### config.mk
export PLATFORM = sky130hd
export DESIGN_NAME = bus_arbiter_rr
export DESIGN_NICKNAME = d
export VERILOG_FILES = /design/src/rtl/bus_arbiter_rr.sv
export SDC_FILE = /design/constraint.sdc
export NUM_CORES = 1
export LEC_CHECK = 0
export CORE_ASPECT_RATIO = 0.5
export CORE_MARGIN = 1.5
export CORE_UTILIZATION = 36
export DETAILED_ROUTE_END_ITERATION = 7
export HOLD_SLACK_MARGIN = 0.1
export PLACE_DENSITY = 0.89
export SLEW_MARGIN = 20
export SYNTH_ARGS = -nofsm -noshare
export SYNTH_HDL_FRONTEND = slang
export SYNTH_SLANG_ARGS = --single-unit
### constraint.sdc
create_clock -name clk -period 3.1 [get_ports clk]
set_input_delay 0.93 -clock clk [delete_from_list [all_inputs] [get_ports clk]]
set_output_delay 0.93 -clock clk [all_outputs]
set_load 0.02 [all_outputs]
### src/rtl/bus_arbiter_rr.sv
// bus_arbiter_rr: two-core round-robin arbiter in front of the single gpiomem
// RAM port. It grants one core at a time, steers the owner's address, data
// and rw to the RAM, and returns synchronous read data with a one-cycle
// rvalid strobe.
//
// Handshake: a core raises coreX_request and holds it for as long as it wants
// the bus. coreX_grant is decoded from the registered FSM state, so it rises
// on the edge after the request is first sampled and the two grants are
// mutually exclusive. Every clock edge with coreX_grant=1 and coreX_request=1
// is one transfer; a read transfer produces coreX_rvalid exactly one cycle
// later, and coreX_data_out holds that value until the next rvalid.
//
// Ports:
//   clk, reset (async, active-low)
//   coreN_request/rw/address/data_in  in   core request side (N = 0,1)
//   coreN_grant/data_out/rvalid       out  core response side
//   RAM_address/RAM_data_in/rw        out  RAM command, zero outside transfers
//   RAM_data_out                      in   RAM read data, one cycle after address
//   dbg_state                         out  FSM state (0 IDLE, 1 OWN0, 2 OWN1)
module bus_arbiter_rr #(
  parameter int              CORE_AW  = 10,
  parameter int              RAM_AW   = 9,
  parameter int              DW       = 8,
  parameter int              MAX_HOLD = 16,
  parameter logic [DW-1:0]   OOR_DATA = 8'hFF
) (
  input  logic               clk,
  input  logic               reset,
  input  logic               core0_request,
  output logic               core0_grant,
  input  logic               core0_rw,
  input  logic [CORE_AW-1:0] core0_address,
  input  logic [DW-1:0]      core0_data_in,
  output logic [DW-1:0]      core0_data_out,
  output logic               core0_rvalid,
  input  logic               core1_request,
  output logic               core1_grant,
  input  logic               core1_rw,
  input  logic [CORE_AW-1:0] core1_address,
  input  logic [DW-1:0]      core1_data_in,
  output logic [DW-1:0]      core1_data_out,
  output logic               core1_rvalid,
  output logic [RAM_AW-1:0]  RAM_address,
  output logic [DW-1:0]      RAM_data_in,
  input  logic [DW-1:0]      RAM_data_out,
  output logic               rw,
  output logic [1:0]         dbg_state
);

  typedef enum logic [1:0] {
    S_IDLE = 2'd0,
    S_OWN0 = 2'd1,
    S_OWN1 = 2'd2
  } state_t;

  localparam int            TW   = $clog2(MAX_HOLD + 1);
  localparam logic [TW-1:0] TMAX = TW'(MAX_HOLD - 1);

  state_t          r_state;
  state_t          w_next;
  logic            r_last_owner;
  logic [TW-1:0]   r_tenure;
  logic            r_pend_valid;
  logic            r_pend_owner;
  logic            r_pend_oor;
  logic [DW-1:0]   r_hold0;
  logic [DW-1:0]   r_hold1;

  logic            w_xfer0;
  logic            w_xfer1;
  logic            w_oor0;
  logic            w_oor1;
  logic            w_rd;
  logic            w_sel_oor;
  logic            w_tenure_end;
  logic [DW-1:0]   w_rdata;

  assign w_oor0       = |core0_address[CORE_AW-1:RAM_AW];
  assign w_oor1       = |core1_address[CORE_AW-1:RAM_AW];
  assign w_xfer0      = (r_state == S_OWN0) & core0_request;
  assign w_xfer1      = (r_state == S_OWN1) & core1_request;
  assign w_tenure_end = (r_tenure == TMAX);

  // State register plus the bookkeeping that changes on state entry.
  always_ff @(posedge clk or negedge reset) begin
    if (!reset) begin
      r_state      <= S_IDLE;
      r_last_owner <= 1'b1;
      r_tenure     <= '0;
    end else begin
      r_state <= w_next;
      if (w_next != r_state) begin
        r_tenure <= '0;
        if (w_next == S_OWN0) r_last_owner <= 1'b0;
        if (w_next == S_OWN1) r_last_owner <= 1'b1;
      end else if (r_state != S_IDLE && !w_tenure_end) begin
        // Saturates at MAX_HOLD-1 while the other core stays quiet.
        r_tenure <= r_tenure + 1'b1;
      end
    end
  end

  // Next-state: round-robin on ties, direct handoff on release or tenure expiry.
  always_comb begin
    w_next = r_state;
    case (r_state)
      S_IDLE: begin
        if (core0_request && core1_request) w_next = r_last_owner ? S_OWN0 : S_OWN1;
        else if (core0_request)             w_next = S_OWN0;
        else if (core1_request)             w_next = S_OWN1;
        else                                w_next = S_IDLE;
      end
      S_OWN0: begin
        if (!core0_request)                    w_next = core1_request ? S_OWN1 : S_IDLE;
        else if (w_tenure_end && core1_request) w_next = S_OWN1;
        else                                   w_next = S_OWN0;
      end
      S_OWN1: begin
        if (!core1_request)                    w_next = core0_request ? S_OWN0 : S_IDLE;
        else if (w_tenure_end && core0_request) w_next = S_OWN0;
        else                                   w_next = S_OWN1;
      end
      default: w_next = S_IDLE;
    endcase
  end

  // Outputs: grants decoded from state, RAM command steered from the owner.
  always_comb begin
    core0_grant = (r_state == S_OWN0);
    core1_grant = (r_state == S_OWN1);
    dbg_state   = r_state;
    RAM_address = '0;
    RAM_data_in = '0;
    rw          = 1'b0;
    w_rd        = 1'b0;
    w_sel_oor   = 1'b0;
    if (w_xfer0) begin
      RAM_address = core0_address[RAM_AW-1:0];
      RAM_data_in = core0_data_in;
      rw          = core0_rw & ~w_oor0;
      w_rd        = ~core0_rw;
      w_sel_oor   = w_oor0;
    end else if (w_xfer1) begin
      RAM_address = core1_address[RAM_AW-1:0];
      RAM_data_in = core1_data_in;
      rw          = core1_rw & ~w_oor1;
      w_rd        = ~core1_rw;
      w_sel_oor   = w_oor1;
    end
  end

  // Pending read: remembers who issued it, so a read in flight across a
  // handoff still returns to its original owner.
  always_ff @(posedge clk or negedge reset) begin
    if (!reset) begin
      r_pend_valid <= 1'b0;
      r_pend_owner <= 1'b0;
      r_pend_oor   <= 1'b0;
    end else begin
      r_pend_valid <= w_rd;
      r_pend_owner <= w_xfer1;
      r_pend_oor   <= w_sel_oor;
    end
  end

  assign w_rdata      = r_pend_oor ? OOR_DATA : RAM_data_out;
  assign core0_rvalid = r_pend_valid & ~r_pend_owner;
  assign core1_rvalid = r_pend_valid &  r_pend_owner;

  // Hold registers keep the last returned value visible between strobes.
  always_ff @(posedge clk or negedge reset) begin
    if (!reset) begin
      r_hold0 <= '0;
      r_hold1 <= '0;
    end else begin
      if (core0_rvalid) r_hold0 <= w_rdata;
      if (core1_rvalid) r_hold1 <= w_rdata;
    end
  end

  assign core0_data_out = core0_rvalid ? w_rdata : r_hold0;
  assign core1_data_out = core1_rvalid ? w_rdata : r_hold1;

endmodule

==> out/metrics.cfg <==
[run_status]
status=completed

[timing]
max_freq_mhz=327
clock_skew_ns=0.00224
slew_violations=0
setup_viol=0
rsz0062_at_grt=no
relSlewSlack_pct=61.7
setup_tns_ns=0
hold_violations=0
min_period_ns=3.06
post-route-period-util_pct=98.6
worstMarginPinSlew_ns=0.574

[clocking]
clk_pin_slew_ns=0.09
cts_root_buf=clkbuf_8
tritoncts=done
cts.path.max_buffers=2
ctsHtreeMaxLevel=1
worstSkewPairLatency_ns=0.27
cts_buffers=3
cts_hold_buf=0
clock-sinks=27

[setup_path]
critPathLaunchType=input port
worstSetupPathType=input port to primary output
crit_slowest_cell=clkdlybuf4s50_1
crit_end=RAM_address[7]
rr_worst_depth=11
regToRegSetupSlack_ns=0.54
path_depth=4
crit_chain=clkdlybuf4s50_1 > and2_4 > a22o_1 > clkdlybuf4s15_2
critPathMaxStageDelay_ns=0.52
timing.rr.start=r_tenure[0]$_DFFE_PN0P_
arrival_ns=2.13
cp.buffers_inverters=2
r2r_end=r_last_owner$_DFFE_PN1P_
crit_path_start=core1_request
required_ns=2.17
worstSetupEndpointType=primary output
critPathTopFamily=buffers and inverters
worstPathMaxFanout=10

[synth]
yosysTopAreaCellShare_pct=45.4
synth_compound_area_share_pct=23.1
synthMuxAreaShare_pct=1.75
synth_flop_cell=dfrtp_1
ys_ff_latch=27
synth_top_family_by_area=compound AO/OA/AOI/OAI gates
syn-cell-area_um2=1430
synth_seq_area_share_pct=47.2
syn_inst=150
synth.area.top_cells=dfrtp_1 45%, a22o_1 11%, nor2_1 6.0%, a21oi_1 4.2%, nand2_1 3.9%
avgSynthCellArea_um2=9.56
synth_largest_area_cell=dfrtp_1
synthSimpleGateAreaFrac_pct=16.8
synthXorXnorAreaFrac_pct=1.83
synth_edf_count=0
synth_nets=203
yosysWarnings=0
synthDistinctLibCells=38
synthArstFlopShare_pct=100
synthAdderAreaFrac_pct=2.62

[layout]
postLayoutCellArea_um2=2480
nets=300
stdcell_count=297
syn_to_final_growth_pct=72.7
antenna_cells=0
layout-drive-gt1-share_pct=18.3

[global_routing]
antenna_found_initial=0
grt_max_degree=28
grt_pass1_wl_um=6400
overflow=0
grt.total_usage_pct=18.9
grt_pass1_vias=1440

[die]
core-area_um2=3620
start_util_pct=39.6
die_y_um=47.6
io_pins=90
die-area_um2=4390
chipWidth_um=92.3
rows=15

[route]
avgRoutedWirePerCell_um=14.4
drtIter0Drc=40
num_vias=1458
vias_per_cell=4.91
ant_nets=0
drc=0
drt-total-wl_um=4280
dr.pass1.iters=4

[job]
cap_violations=0

[min_path]
min_from=r_hold0[4]$_DFF_PN0_
hp-class=register to register

[placed_design]
place.gp.congestion=0.807
portBuffers=89
dpl.cell_count=288
placed_area_um2=2380
hpwl_um=3090

[power]
p_total_w=0.00141
vdd_drop_max_uv=233
p_leak_nw=1.09
power_density_nw_per_um2=571

how the worst min path moves through the flow:
stage | depth (start not counted) | slack, ns | end
after global routing | 2 | 0.55 | r_hold0[5]$_DFF_PN0_
final | 2 | 0.50 | r_hold0[4]$_DFF_PN0_
after global placement | 2 | 0.48 | r_hold0[2]$_DFF_PN0_
after floorplan | 2 | 0.50 | r_tenure[3]$_DFFE_PN0P_
after CTS | 2 | 0.50 | r_hold0[6]$_DFF_PN0_
after detailed placement | 2 | 0.49 | r_hold0[6]$_DFF_PN0_
timing repair:
item	4_1_cts	5_1_grt
setup endpoints to repair	34	12
resized for setup	76	2
setup buffers	1	0
gates cloned	4	0
logic make-up (layout without fill, tap and decap cells):
| logic type | Yosys count | in the layout |
|---|---|---|
| buf+inv | 16 | 108 |
| simple gates | 52 | 56 |
| fa+ha+maj | 3 | 3 |
| compound gates | 47 | 47 |
| mux | 2 | 2 |
| flops | 27 | 27 |
| xor+xnor | 3 | 3 |
stage by stage:
| stage | hold slack, ns | utilization [%] | setup slack (ns) |
|---|---|---|---|
| 2_1_floorplan | 0.497 | - | 0.415 |
| 3_3_place_gp | 0.475 | 65.7 | -0.347 |
| 3_5_place_dp | 0.491 | 65.7 | -0.388 |
| 4_1_cts | 0.505 | 68.2 | 0.00290 |
| 5_1_grt | 0.546 | 68.4 | 0.00945 |
| 6_report | 0.500 | 68.4 | 0.0445 |
worst register-to-register path, delay by kind of cell (launching register included):
| kind | cells | cell delay (ns) |
|---|---|---|
| AND/OR/NAND/NOR | 2 | 0.36 |
| adder cells (fa/ha/maj) | 3 | 0.75 |
| multiplexers | 1 | 0.31 |
| AO/OA/AOI/OAI | 5 | 0.66 |
| flip-flops | 1 | 0.41 |
layer usage:
layer / track usage [%] / share of wire, % / vias to the layer above
li1: - / - / 722
met1: 19.4 / 39 / 676
met5: 0 / 0 / -
met3: 5.71 / 6.6 / 9
met2: 39.6 / 53 / 51
met4: 5.54 / 1.6 / 0
power breakdown:
group | switching, W | internal (W)
combinational | 0.000382 | 0.000321
clock | 0.000102 | 0.0000899
sequential | 0.0000544 | 0.000465
final cells by class:
class | count | area (um^2)
Fill cell | 269 | 1150
Inverter | 5 | 18.8
Tap cell | 51 | 63.8
Sequential cell | 27 | 677
Multi-Input combinational cell | 111 | 706
Timing Repair Buffer | 99 | 965
Clock inverter | 1 | 5.00
Clock buffer | 3 | 41.3
synthesized netlist by cell type, drive strengths merged, types with 2 or more instances:
cell type  instances
o21ai             10
dfrtp             26
buf               10
nand2             15
nor2b              2
a22o              18
inv                5
nand2b             2
and2               3
xor2               2
nor2              23
a21oi             13
nor3               2
ha                 3
cell usage in the layout (no fill, tap or decap), types with 2 or more instances in the layout:
master | Yosys | layout
dlygate4sd2_1 | 0 | 16
a22o_1 | 18 | 18
buf_4 | 2 | 10
nor3_1 | 2 | 2
nand2b_1 | 2 | 2
ha_1 | 3 | 3
and2_4 | 1 | 2
inv_1 | 4 | 4
dfrtp_1 | 26 | 26
clkbuf_8 | 0 | 3
clkdlybuf4s50_1 | 0 | 54
and3b_2 | 0 | 3
o21ai_0 | 7 | 7
a21oi_1 | 12 | 12
and2_1 | 2 | 2
xor2_1 | 2 | 2
nor2_1 | 23 | 23
nand2_1 | 15 | 15
o21ai_1 | 3 | 3
clkdlybuf4s15_2 | 0 | 17
state kept, by name, summed over array words and instances, names as in the netlist:
name	flops
dbg_state	2
r_hold0	8
r_hold1	8
r_last_owner	1
r_pend_oor	1
r_pend_owner	1
r_pend_valid	1
r_tenure	5
Power figures use the tool's default switching activity.
